### src/rtl/neopix_frame_sequencer_if.sv
// Pixel stream handshake between the frame sequencer and the WS2812 serializer.
// The master presents pix/pix_valid; the slave answers with pix_ready.
interface neopix_frame_sequencer_if #(
    parameter int PIX_W = 24
);
    logic [PIX_W-1:0] pix;
    logic             pix_valid;
    logic             pix_ready;

    modport master (output pix, output pix_valid, input pix_ready);
    modport slave  (input pix, input pix_valid, output pix_ready);
endinterface

### src/rtl/neopix_frame_sequencer.sv
// Streams pixels 0..N-1 from the pixel RAM into the serializer through a
// small prefetch FIFO that covers the RAM read latency, then holds the latch gap.
module neopix_frame_sequencer #(
    parameter int ADDR_W    = 9,
    parameter int PIX_W     = 24,
    parameter int RD_LAT    = 2,
    parameter int FIFO_D    = 4,
    parameter int LATCH_CYC = 4000
) (
    input  logic              clk_i,
    input  logic              rst_n_i,
    input  logic              start_i,
    input  logic [ADDR_W:0]   num_pix_i,
    output logic [ADDR_W-1:0] rdaddr_o,
    input  logic [PIX_W-1:0]  rd_data_i,
    neopix_frame_sequencer_if.master pix_if,
    output logic              latch_o,
    output logic              busy_o,
    output logic              done_o
);
    localparam int CNT_W = ADDR_W + 1;
    localparam int PTR_W = (FIFO_D > 1) ? $clog2(FIFO_D) : 1;
    localparam int FC_W  = $clog2(FIFO_D + 1);
    localparam int CR_W  = $clog2(FIFO_D + RD_LAT + 1);
    localparam int GAP_W = (LATCH_CYC > 1) ? $clog2(LATCH_CYC) : 1;
    localparam logic [CNT_W-1:0] MAX_PIX  = CNT_W'(1 << ADDR_W);
    localparam logic [PTR_W-1:0] PTR_LAST = PTR_W'(FIFO_D - 1);
    localparam logic [GAP_W-1:0] GAP_LOAD = GAP_W'(LATCH_CYC - 1);

    typedef enum logic [1:0] {S_IDLE, S_FETCH, S_LATCH} state_t;

    state_t            r_state;
    state_t            w_state_nxt;
    logic [CNT_W-1:0]  r_n;
    logic [CNT_W-1:0]  r_rd_cnt;
    logic [CNT_W-1:0]  r_sent_cnt;
    logic [CNT_W-1:0]  w_n_sel;
    logic [ADDR_W-1:0] r_rdaddr;
    logic [GAP_W-1:0]  r_gap;
    logic [RD_LAT-1:0] r_vpipe;
    logic [PIX_W-1:0]  r_mem [FIFO_D];
    logic [PTR_W-1:0]  r_wr_ptr;
    logic [PTR_W-1:0]  r_rd_ptr;
    logic [FC_W-1:0]   r_fifo_cnt;
    logic [CR_W-1:0]   w_inflight;
    logic [CR_W-1:0]   w_credit;
    logic              w_start;
    logic              w_issue;
    logic              w_push;
    logic              w_valid;
    logic              w_pop;
    logic              w_last;
    logic              w_gap_load;

    function automatic logic [PTR_W-1:0] ptr_inc(input logic [PTR_W-1:0] p);
        return (p == PTR_LAST) ? '0 : p + PTR_W'(1);
    endfunction

    always_comb begin
        w_inflight = '0;
        for (int i = 0; i < RD_LAT; i++) begin
            w_inflight = w_inflight + CR_W'(r_vpipe[i]);
        end
    end

    // Reads in flight count against FIFO space, so every return has a slot.
    assign w_credit   = CR_W'(r_fifo_cnt) + w_inflight;
    assign w_n_sel    = (num_pix_i > MAX_PIX) ? MAX_PIX : num_pix_i;
    assign w_start    = (r_state == S_IDLE) && start_i;
    assign w_issue    = (r_state == S_FETCH) && (r_rd_cnt < r_n)
                        && (w_credit < CR_W'(FIFO_D));
    assign w_push     = r_vpipe[RD_LAT-1];
    assign w_valid    = (r_state == S_FETCH) && (r_fifo_cnt != '0);
    assign w_pop      = w_valid && pix_if.pix_ready;
    assign w_last     = w_pop && (r_sent_cnt == r_n - CNT_W'(1));
    assign w_gap_load = (w_start && (w_n_sel == '0)) || w_last;

    assign rdaddr_o         = r_rdaddr;
    assign pix_if.pix_valid = w_valid;
    assign pix_if.pix       = w_valid ? r_mem[r_rd_ptr] : '0;

    always_comb begin
        w_state_nxt = r_state;
        latch_o     = 1'b0;
        busy_o      = 1'b0;
        done_o      = 1'b0;
        unique case (r_state)
            S_IDLE: begin
                if (start_i) begin
                    w_state_nxt = (w_n_sel == '0) ? S_LATCH : S_FETCH;
                end
            end
            S_FETCH: begin
                busy_o = 1'b1;
                if (w_last) w_state_nxt = S_LATCH;
            end
            S_LATCH: begin
                busy_o  = 1'b1;
                latch_o = 1'b1;
                if (r_gap == '0) begin
                    done_o      = 1'b1;
                    w_state_nxt = S_IDLE;
                end
            end
            default: w_state_nxt = S_IDLE;
        endcase
    end

    always_ff @(posedge clk_i or negedge rst_n_i) begin
        if (!rst_n_i) begin
            r_state    <= S_IDLE;
            r_n        <= '0;
            r_rd_cnt   <= '0;
            r_sent_cnt <= '0;
            r_rdaddr   <= '0;
            r_gap      <= '0;
            r_vpipe    <= '0;
            r_wr_ptr   <= '0;
            r_rd_ptr   <= '0;
            r_fifo_cnt <= '0;
        end else begin
            r_state <= w_state_nxt;
            r_vpipe <= (r_vpipe << 1) | RD_LAT'(w_issue);
            if (w_start) begin
                r_n        <= w_n_sel;
                r_rd_cnt   <= '0;
                r_sent_cnt <= '0;
            end else begin
                if (w_issue) r_rd_cnt <= r_rd_cnt + CNT_W'(1);
                if (w_pop) r_sent_cnt <= r_sent_cnt + CNT_W'(1);
            end
            if (w_issue) r_rdaddr <= r_rd_cnt[ADDR_W-1:0];
            if (w_push) r_wr_ptr <= ptr_inc(r_wr_ptr);
            if (w_pop) r_rd_ptr <= ptr_inc(r_rd_ptr);
            unique case ({w_push, w_pop})
                2'b10:   r_fifo_cnt <= r_fifo_cnt + FC_W'(1);
                2'b01:   r_fifo_cnt <= r_fifo_cnt - FC_W'(1);
                default: r_fifo_cnt <= r_fifo_cnt;
            endcase
            if (w_gap_load) begin
                r_gap <= GAP_LOAD;
            end else if ((r_state == S_LATCH) && (r_gap != '0)) begin
                r_gap <= r_gap - GAP_W'(1);
            end
        end
    end

    always_ff @(posedge clk_i) begin
        if (w_push) r_mem[r_wr_ptr] <= rd_data_i;
    end
endmodule

### src/flat_wrapper.sv
// flat-port wrapper written by rule: the top's interface ports become plain ports
module neopix_frame_sequencer_flat 
#(
    parameter int ADDR_W    = 9,
    parameter int PIX_W     = 24,
    parameter int RD_LAT    = 2,
    parameter int FIFO_D    = 4,
    parameter int LATCH_CYC = 4000
)
  (clk_i, rst_n_i, start_i, num_pix_i, rdaddr_o, rd_data_i, latch_o, busy_o, done_o, pix_if_pix, pix_if_pix_valid, pix_if_pix_ready);
  neopix_frame_sequencer_if #(.PIX_W(PIX_W)) pix_if_i ();
  input  logic clk_i;
  input  logic rst_n_i;
  input  logic start_i;
  input  logic [ADDR_W:0] num_pix_i;
  output logic [ADDR_W-1:0] rdaddr_o;
  input  logic [PIX_W-1:0] rd_data_i;
  output logic latch_o;
  output logic busy_o;
  output logic done_o;
  output wire logic [$bits(pix_if_i.pix)-1:0] pix_if_pix;
  output wire logic [$bits(pix_if_i.pix_valid)-1:0] pix_if_pix_valid;
  input wire logic [$bits(pix_if_i.pix_ready)-1:0] pix_if_pix_ready;
  assign pix_if_pix = pix_if_i.pix;
  assign pix_if_pix_valid = pix_if_i.pix_valid;
  assign pix_if_i.pix_ready = pix_if_pix_ready;
  neopix_frame_sequencer #(.ADDR_W(ADDR_W), .PIX_W(PIX_W), .RD_LAT(RD_LAT), .FIFO_D(FIFO_D), .LATCH_CYC(LATCH_CYC)) u_core (.clk_i(clk_i), .rst_n_i(rst_n_i), .start_i(start_i), .num_pix_i(num_pix_i), .rdaddr_o(rdaddr_o), .rd_data_i(rd_data_i), .pix_if(pix_if_i), .latch_o(latch_o), .busy_o(busy_o), .done_o(done_o));
endmodule
### config.mk
export PLATFORM = sky130hd
export DESIGN_NAME = neopix_frame_sequencer_flat
export DESIGN_NICKNAME = d
export VERILOG_FILES = /design/src/rtl/neopix_frame_sequencer_if.sv /design/src/rtl/neopix_frame_sequencer.sv /design/src/flat_wrapper.sv
export SDC_FILE = /design/constraint.sdc
export NUM_CORES = 1
export LEC_CHECK = 0
export ABC_AREA = 1
export CORE_ASPECT_RATIO = 1.4
export CORE_MARGIN = 4
export CORE_UTILIZATION = 43
export CTS_CLUSTER_SIZE = 10
export DETAILED_ROUTE_END_ITERATION = 10
export SETUP_SLACK_MARGIN = 0.5
export SLEW_MARGIN = 20
export SYNTH_ARGS = -nofsm -noshare
export SYNTH_HDL_FRONTEND = slang
export SYNTH_SLANG_ARGS = --single-unit
### constraint.sdc
create_clock -name clk_i -period 6.5 [get_ports clk_i]
set_clock_uncertainty 0.15 [all_clocks]
set_input_delay 1.95 -clock clk_i [delete_from_list [all_inputs] [get_ports clk_i]]
set_output_delay 1.95 -clock clk_i [all_outputs]
set_load 0.05 [all_outputs]
==> impl_results.md <==
- RR Startpoint: u_core.r_state[0]
- Fin cells: 1090
- Power Density: 441 nW/um^2
- Design internal power: 2350 uW
- R2r setup slk: 3.70 ns
- Worst r2r dst: u_core.r_gap[7]
- Initial antenna violation count: 1
- Share of layout cells above drive strength 1: 8.97%
- YS warnings: 0
- Placer's final routability congestion estimate: 0.857
- DRT iter0 DRCs: 391
- Final setup violation count: 0
- Synthesized area: 7520 um^2
- #FFs+latches synth: 158
- Final period utilization: 82.3%
- Status: finished clean
- TritonCTS clock tree: done
- RSZ-0062 raised after global routing: false
- CP required: 4.40 ns
- Register Area: 4440 um^2
- Reg2reg path depth: 8
- Largest family of logic cells by synthesized area: simple AND/OR/NAND/NOR gates
- First-pass GRT wire length: 27300 um
- Clock period minus final worst setup slack: 5.35 ns
- Clk slew on worst S/H paths: 0.06 ns
- Cells after synthesis: 775
- # rows: 56
- Adder-cell share of the synthesized area: 4.26%
- F_max: 0.187 GHz
- Cts hold-fix bufs: 0
- Mux cell area share after synthesis: 0%
- P_sw: 1650 uW
- Synth Flop Type: edfxtp_1
- Final hold vios: 0
- Bufs on Longest Clock Path: 2
- Die area: 19700 um^2
- Core area: 17000 um^2
- Routed wire per std cell: 15.1 um
- Die X-Extent: 120 um
- Peak VDD IR: 0.000176 V
- Gr ovfl total: 0
- GRT Total Usage: 17.6%
- Routed WL: 16500 um
- CTS Sinks: 158
- Critical path peak fanout: 26
- Post-layout util: 53.5%
- Reg power frac: 33.6%
- First-pass DRT Iterations: 5
- Post_cts resized: 0
- Die Span Y: 164 um
- Nets: 908
- Post-synth EDFFs: 96
- Post-Place Cells: 1058
- Leak: 0.00358 uW
- Boundary pin count: 75
- Synthesized area per cell: 9.70 um^2
- Crit path DAT: 3.25 ns
- Worst setup SP type: flip-flop
- Max-Cap Viols: 0
- DRT antenna net count: 0
- Least-Margin Pin Slew: 1.00 ns
- Vias in the first global route: 5675
- Compound-gate portion of the synthesized area: 9.43%
- Slew Viols, Final: 0
- H-tree levels: 4
- Synth cell types: 40
- Switch share: 41.2%
- Seq/Total Area, Yosys: 59.0%
- IO Port Bufs: 74
- Comb power frac: 40.7%
- Worst Hold End: u_core.r_vpipe[1]
- DRC violation count after routing: 0
- Hold Startpoint: u_core.r_vpipe[0]
- CTS buffer count: 17
- Buffer count from post-CTS setup fixing: 0
- Hold Crit Depth: 0
- Crit end category: primary output
- Worst hold path type: reg -> reg
- Fill cells: 1541
- Synth-to-Final Area Change: 20.7%
- Syn_nets: 838
- Critical Path Start: u_core.r_rd_ptr[1]
- Vias/cell: 5.05
- Crit Path Class: reg -> out
- Setup TNS: 0 ns
- Vias: 5509
- Asr flop ratio synth: 39.2%
- Clock share of power: 25.7%
- Root Buffer: clkbuf_16
- XOR/XNOR share of the synthesized area: 1.75%
- Hpwl dp: 11100 um
- Initial core utilization: 44.3%
- Post-Synth Simple-Gate Area: 20.5%
- Largest net degree at the start of global routing: 63
- Slew margin rel.: 33.0%
- Area of the multi-input gates: 2700 um^2
- # diodes: 0
- Clk_lat worst skew: 0.42 ns
power groups by stage:
stage               logic [uW]  registers [uW]  clock network [uW]
finish                    1630            1340                1030
global route              1820            1360                1100
CTS                       1650            1340                1050
detailed placement        1640            1360                   0
global placement          1600            1360                   0
floorplan                 1170            1360                   0
final cells by class:
type                       count  share of cell area (%)
tap                          232                    3.20
timing repair buffer          78                    8.44
clock buffer                  18                    4.73
inverter                      71                    2.99
clock inverter                14                    1.97
sequential                   158                    48.9
multi-input combinational    519                    29.8
routing by layer:
metal,global-route usage (%),wire (um),up-vias
li1,-,-,2750
met1,20.3,6890,2628
met2,32.3,8710,108
met3,3.94,613,21
met4,6.15,254,2
met5,0,13,-
logic make-up (layout without fill, tap and decap cells):
| kind of cell | count (synthesis) | after routing |
|---|---|---|
| and+or+nand+nor | 344 | 344 |
| DFF | 158 | 158 |
| AOI/OAI and AO/OA | 135 | 135 |
| buffers and inverters | 98 | 181 |
| adders and majority gates | 25 | 25 |
| xor gates and xnor gates | 15 | 15 |
worst max-delay path: stages, from the launching register on:
cell             delay [ns]
dfrtp_1                0.32
buf_4                  0.32
clkinv_1               0.75
nor2_1                 0.27
o21ai_0                0.11
a21oi_1                0.19
clkdlybuf4s50_1        0.86
how the worst max path moves through the flow:
| stage | depth (start not counted) | slack [ns] | endpoint |
|---|---|---|---|
| after floorplan | 6 | 2.48 | pix_if_pix[22] |
| after global placement | 6 | 1.62 | pix_if_pix[4] |
| after detailed placement | 6 | 1.58 | pix_if_pix[0] |
| after CTS | 6 | 1.07 | pix_if_pix[14] |
| after global routing | 6 | 0.84 | pix_if_pix[0] |
| final | 6 | 1.15 | pix_if_pix[0] |
metrics by stage:
stage               hold slack (ns)  total power [uW]  setup slack (ns)  instance area, um^2
floorplan                     0.210              2530              2.48                 7520
global placement              0.249              2960              1.62                 8470
CTS                           0.265              4040              1.07                 9070
detailed placement            0.252              3000              1.58                 8470
global route                  0.267              4280             0.839                 9070
finish                        0.252              4000              1.15                 9070
cells in the mapped netlist (2+ instances only):
cell	number	area share (%)
edfxtp_1	96	38
nand3_2	5	0.67
xor2_1	11	1.3
nand2_1	111	5.5
o21ai_1	2	0.13
dfrtp_1	62	21
inv_2	6	0.30
nand3_1	40	2.7
ha_1	24	4.0
inv_1	61	3.0
nor2_2	9	0.75
buf_2	5	0.33
nor2_1	136	6.8
nor2_4	4	0.60
xnor2_1	4	0.47
nand4_1	15	1.2
a21oi_1	39	2.6
clkinv_1	2	0.10
o21a_1	2	0.20
o21ai_0	82	5.5
nor3_1	8	0.53
inv_4	2	0.17
nand3b_1	3	0.30
nand2_2	5	0.42
nand2_4	4	0.60
clkbuf_1	21	1.0
a211oi_1	2	0.20
or2_1	2	0.17
cell usage in the layout (no fill, tap or decap), types with 8 or more instances in the layout:
cell and n:
dfrtp_1 61, nand3_1 40, nor2_2 9, clkdlybuf4s50_1 73
xor2_1 11, nand2_1 111, ha_1 24, clkbuf_16 17
nor2_1 136, a21oi_1 39, nand4_1 15, edfxtp_1 96
o21ai_0 82, inv_1 56, inv_2 8, nor3_1 8
state kept, by name, summed over array words and instances, names as in the netlist:
register,flops
u_core.r_vpipe,2
u_core.r_rd_ptr,2
u_core.r_wr_ptr,2
u_core.rdaddr_o,9
u_core.r_sent_cnt,10
u_core.r_mem,96
u_core.r_rd_cnt,10
u_core.r_n,10
u_core.r_gap,12
u_core.r_state,2
u_core.r_fifo_cnt,3
Note: power is estimated with default switching activity, not from simulation.
==> variant 1 (config.mk and constraints unchanged) <==
Re-encode `state_t` (3 states) as one-hot, 3 bits wide.
--- a/src/rtl/neopix_frame_sequencer.sv
+++ b/src/rtl/neopix_frame_sequencer.sv
@@ -28,5 +28,5 @@
     localparam logic [GAP_W-1:0] GAP_LOAD = GAP_W'(LATCH_CYC - 1);
 
-    typedef enum logic [1:0] {S_IDLE, S_FETCH, S_LATCH} state_t;
+    typedef enum logic [2:0] {S_IDLE = 3'b001, S_FETCH = 3'b010, S_LATCH = 3'b100} state_t;
 
     state_t            r_state;
Check against the original RTL: no difference found for any inputs over 10 cycles, from zero or initial values and one cycle with rst_n_i low; not proved beyond that.
==> variant 1 against the original RTL <==
Maximum frequency rose by 0.55%; cell area fell by 2.1%; sequential cell count rose by 1; synthesized cell count fell by 0.52%; routed wire length fell by 3.0%; count of clock-buffer cells in the layout fell by 1; synthesized area fell by 1.4%; worst setup slack improved by 0.029 ns; combinational power fell by 13%; total power fell by 7.0%; critical path depth did not move; first-iteration DRC count fell by 22%; critical path type unchanged; highest routed layer unchanged.
==> variant 1: results (changes against the original RTL) <==
Power
  – Worst VDD drop: 0.000168 V (-4.6%)
  – Lkg Pwr: 3.57 nW (-0.15%)
  – Sw frac: 0.402 (-0.0102)

Detailed routing
  – Initial drt markers: 306 (-22%)
  – Wirelength per Cell: 15.1 um (about the same)
  – DRT Pass-1 Iters: 5 (unchanged)
  – Vias: 5375 (-2.4%)

Global route
  – First-pass GRT wire length: 27000 um (-1.3%)
  – Largest net degree at the start of global routing: 64 (+1.6%)
  – Initial antenna violation count: 2 (+1)
  – GRT Total Usage: 0.173 (-0.00292)
  – Vias in the first global route: 5519 (-2.7%)

Synthesis
  – Sequential area share after synthesis: 0.601 (+0.0118)
  – Post-synth top cells: nor2_1 (142), nand2_1 (120), edfxtp_1 (96)
  – EDFF count, synth: 96 (unchanged)
  – Netlist cell types: 35 (-13%)
  – Ys async rst share: 0.396 (+0.00382)
  – Synth top area cells: edfxtp_1 (39%), dfrtp_1 (21%), nor2_1 (7.2%)
  – Post-Syn Nets: 831 (-0.84%)

Clocking
  – Setup Buffers After CTS: 0 (unchanged)
  – Worst-path clk slew: 0.06 ns (about the same)
  – Root buffer cell: clkbuf_16
  – Clk buf depth: 2 (unchanged)
  – Clk Latency, worst-skew pair: 0.43 ns

Placement
  – Area after DPL: 8330 um^2 (-1.6%)
  – RePlAce Congestion: 0.843 (-1.6%)
  – Hpwl dp: 10700 um (-3.6%)
  – Dpl ws: 1.58 ns (+0.00562 ns)

Cells and area
  – Ant. Diodes: 0 (unchanged)
  – Fillers: 1485 (-3.6%)
  – Layout cells sized above 1: 0.0632 (-0.0265)
  – Fin nets: 902 (-0.66%)

Status
  – Run status: finished, final reports clean

STA
  – Slew headroom: 0.295 (-0.0348)

Worst setup path
  – CP arrival: 3.22 ns (-0.03 ns)
  – Crit-path max FO: 26 (unchanged)

Min path
  – Min-Delay Path Class: reg -> reg
==> variant 1: cell types whose count changed after synthesis, sizes merged, moves of 3 or more <==
cell and change:
inv +4, xor2 +8, ha -3, nand4 -11, nor2 -5
==> variant 1: cells by family after synthesis <==
| family | Yosys count | synth area share |
|---|---|---|
| AO/OA/AOI/OAI | 130 | 0.0893 |
| AND/OR/NAND/NOR | 333 | 0.188 |
| flip-flops | 159 | 0.601 |
| adder cells (fa/ha/maj) | 22 | 0.0381 |
| buffers and inverters | 102 | 0.0533 |
| XOR/XNOR | 25 | 0.0295 |
==> variant 1: worst paths after layout <==
path | slack, ns | cells after the start | startpoint | end
max | 1.18 | 6 | u_core.r_rd_ptr[1] | pix_if_pix[0]
min | 0.23 | 0 | u_core.r_vpipe[0] | u_core.r_vpipe[1]
max reg2reg | 3.74 | 10 | u_core.r_rd_cnt[5] | u_core.r_rd_cnt[6]
min reg2reg | 0.23 | 0 | u_core.r_vpipe[0] | u_core.r_vpipe[1]
max in group asynchronous | 4.11 | 2 | rst_n_i | u_core.rdaddr_o[2]
min in group asynchronous | 1.54 | 2 | rst_n_i | u_core.r_gap[7]
==> variant 1: layout make-up <==
class / instances / area share
well taps: 203 / 0.0286
inverters: 75 / 0.0317
multi-input cells: 510 / 0.288
flip-flops and latches: 159 / 0.502
clock buffers: 17 / 0.0479
clock inverters: 14 / 0.0149
repair buffers: 79 / 0.0870
==> variant 1: power groups by stage <==
stage | sequential (W) | combinational, W | clock [W]
2_1_floorplan | 0.00137 | 0.00103 | 0
3_3_place_gp | 0.00138 | 0.00138 | 0
3_5_place_dp | 0.00139 | 0.00141 | 0
4_1_cts | 0.00137 | 0.00142 | 0.000964
5_1_grt | 0.00139 | 0.00160 | 0.00101
6_report | 0.00137 | 0.00141 | 0.000948
==> variant 1: critical path, cell delays in order (launching register included) <==
cell and delay, ns:
dfrtp_1 0.32, buf_4 0.30, clkinv_1 0.73, nor2_1 0.26, o21ai_0 0.10, a21oi_1 0.21, clkdlybuf4s50_1 0.87
==> variant 1: per-layer routing <==
metal,vias to the layer above,GRT usage,part of all wire
met5,-,0,0.0015
met4,4,0.0648,0.020
met3,28,0.0426,0.047
met2,124,0.302,0.50
met1,2511,0.207,0.43
li1,2708,-,-
==> variant 1: metrics by stage <==
step	std cells	power, W	utilization
final	1057	0.00372	0.528
after global routing	1057	0.00400	0.528
after CTS	1057	0.00375	0.528
after detailed placement	1026	0.00280	0.495
after global placement	1026	0.00276	0.495
after floorplan	771	0.00240	-
==> variant 2 (config.mk and constraints unchanged) <==
Made on the original files. `ADDR_W` is set to 9 in 2 places; all go to 11.
--- a/src/rtl/neopix_frame_sequencer.sv
+++ b/src/rtl/neopix_frame_sequencer.sv
@@ -2,5 +2,5 @@
 // small prefetch FIFO that covers the RAM read latency, then holds the latch gap.
 module neopix_frame_sequencer #(
-    parameter int ADDR_W    = 9,
+    parameter int ADDR_W    = 11,
     parameter int PIX_W     = 24,
     parameter int RD_LAT    = 2,
--- a/src/flat_wrapper.sv
+++ b/src/flat_wrapper.sv
@@ -2,5 +2,5 @@
 module neopix_frame_sequencer_flat 
 #(
-    parameter int ADDR_W    = 9,
+    parameter int ADDR_W    = 11,
     parameter int PIX_W     = 24,
     parameter int RD_LAT    = 2,
Ports: changed (resized num_pix_i and rdaddr_o); port bits go from 75 to 79. No check against the original RTL was run, so the function may have changed too.
==> variant 2 against the original RTL <==
Synthesized area rose by 7.0%; first-iteration DRC count fell by 16%; worst setup slack improved by 0.11 ns; synthesized cell count rose by 11%; non-clock buffer count rose by 6; total power rose by 7.4%; cell area rose by 6.1%; sequential cell count rose by 8; maximum frequency rose by 2.2%; routed wire length rose by 6.7%; utilization fell by 0.66 points; critical path type unchanged.
==> variant 2: results (changes against the original RTL) <==
Status
  – Run status: finished, final reports clean

Global route
  – First-pass GRT wire length: 28800 um (+5.5%)
  – Largest net degree at the start of global routing: 47 (-25%)

Synthesis
  – Post-Syn Nets: 927 (+11%)
  – Area share of the leading cell type in the synthesized netlist: 0.358 (-0.0250)
  – Mapped Cells: 860 (+11%)
  – Adder-cell share of the synthesized area: 0.0429 (+0.000328)
  – Compound-Gate Fraction of Synth Area: 0.0942 (-0.0000970)
  – Post-synth top cells: nor2_1 (153), nand2_1 (149), edfxtp_1 (96)
  – Ys async rst share: 0.422 (+0.0293)
  – Netlist cell types: 43 (+7.5%)

STA
  – Hold_ws: 0.237 ns (-0.0156 ns)
  – Worst Tran Pin Value: 1.01 ns (+0.0121 ns)

Cells and area
  – Layout cells sized above 1: 0.0718 (-0.0179)
  – Fin nets: 1001 (+10%)
  – Fillers: 1680 (+9.0%)
  – Reg area: 4630 um^2 (+4.5%)

Worst setup path
  – R2r endpoint: u_core.r_fifo_cnt[2]
  – CP arrival: 3.14 ns (-0.11 ns)
  – Crit path capture: pix_if_pix[1]

Detailed routing
  – Vias per inst: 4.97 (-1.6%)
  – Vias: 5901 (+7.1%)
  – Wirelength per Cell: 14.8 um (-2.1%)

Power
  – Switching Power: 0.00184 W (+11%)

Placement
  – Placed cell count: 1155 (+9.2%)
  – RePlAce Congestion: 0.842 (-1.8%)
-- variant 2: cell count changes after synthesis, sizes merged, moves of 3 or more --
cell / unedited run / this run
xor2: 11 / 17
nor2: 149 / 159
nand4: 15 / 8
xnor2: 4 / 7
nand3: 45 / 42
inv: 69 / 85
dfrtp: 62 / 70
o21ai: 85 / 93
nand2: 120 / 156
-- variant 2: routing by layer --
layer  GRT usage  wire length (um)  up-vias
met5           0                15        -
met1       0.209              7350     2769
met4      0.0593               297        2
li1            -                 -     2995
met2       0.316              9220      109
met3      0.0326               700       26
-- variant 2: power groups by stage --
stage	sequential [W]	combinational [W]	clock [W]
2_1_floorplan	0.00152	0.00129	0
3_3_place_gp	0.00154	0.00177	0
3_5_place_dp	0.00155	0.00178	0
4_1_cts	0.00152	0.00179	0.00102
5_1_grt	0.00155	0.00201	0.00106
6_report	0.00152	0.00177	0.00100
-- variant 2: kinds of logic (layout without fill, tap and decap cells) --
group | Yosys count | in the layout
adders and majority gates | 27 | 27
and+or+nand+nor | 383 | 383
buffers and inverters | 115 | 202
AOI/OAI and AO/OA | 145 | 145
DFF | 166 | 166
xor gates and xnor gates | 24 | 24
-- variant 2: layout make-up --
type / count / share of cell area
flip-flops and latches: 166 / 0.481
clock buffers: 18 / 0.0446
multi-input cells: 579 / 0.307
inverters: 86 / 0.0338
clock inverters: 14 / 0.0164
repair buffers: 84 / 0.0853
well taps: 240 / 0.0312
-- variant 2: worst register-to-register path, delay by kind of cell (launching register included) --
family | cells | cell delay, ns
adder cells (fa/ha/maj) | 3 | 0.84
XOR/XNOR | 1 | 0.15
AO/OA/AOI/OAI | 2 | 0.25
AND/OR/NAND/NOR | 2 | 0.61
flip-flops | 1 | 0.39
buffers and inverters | 2 | 0.14
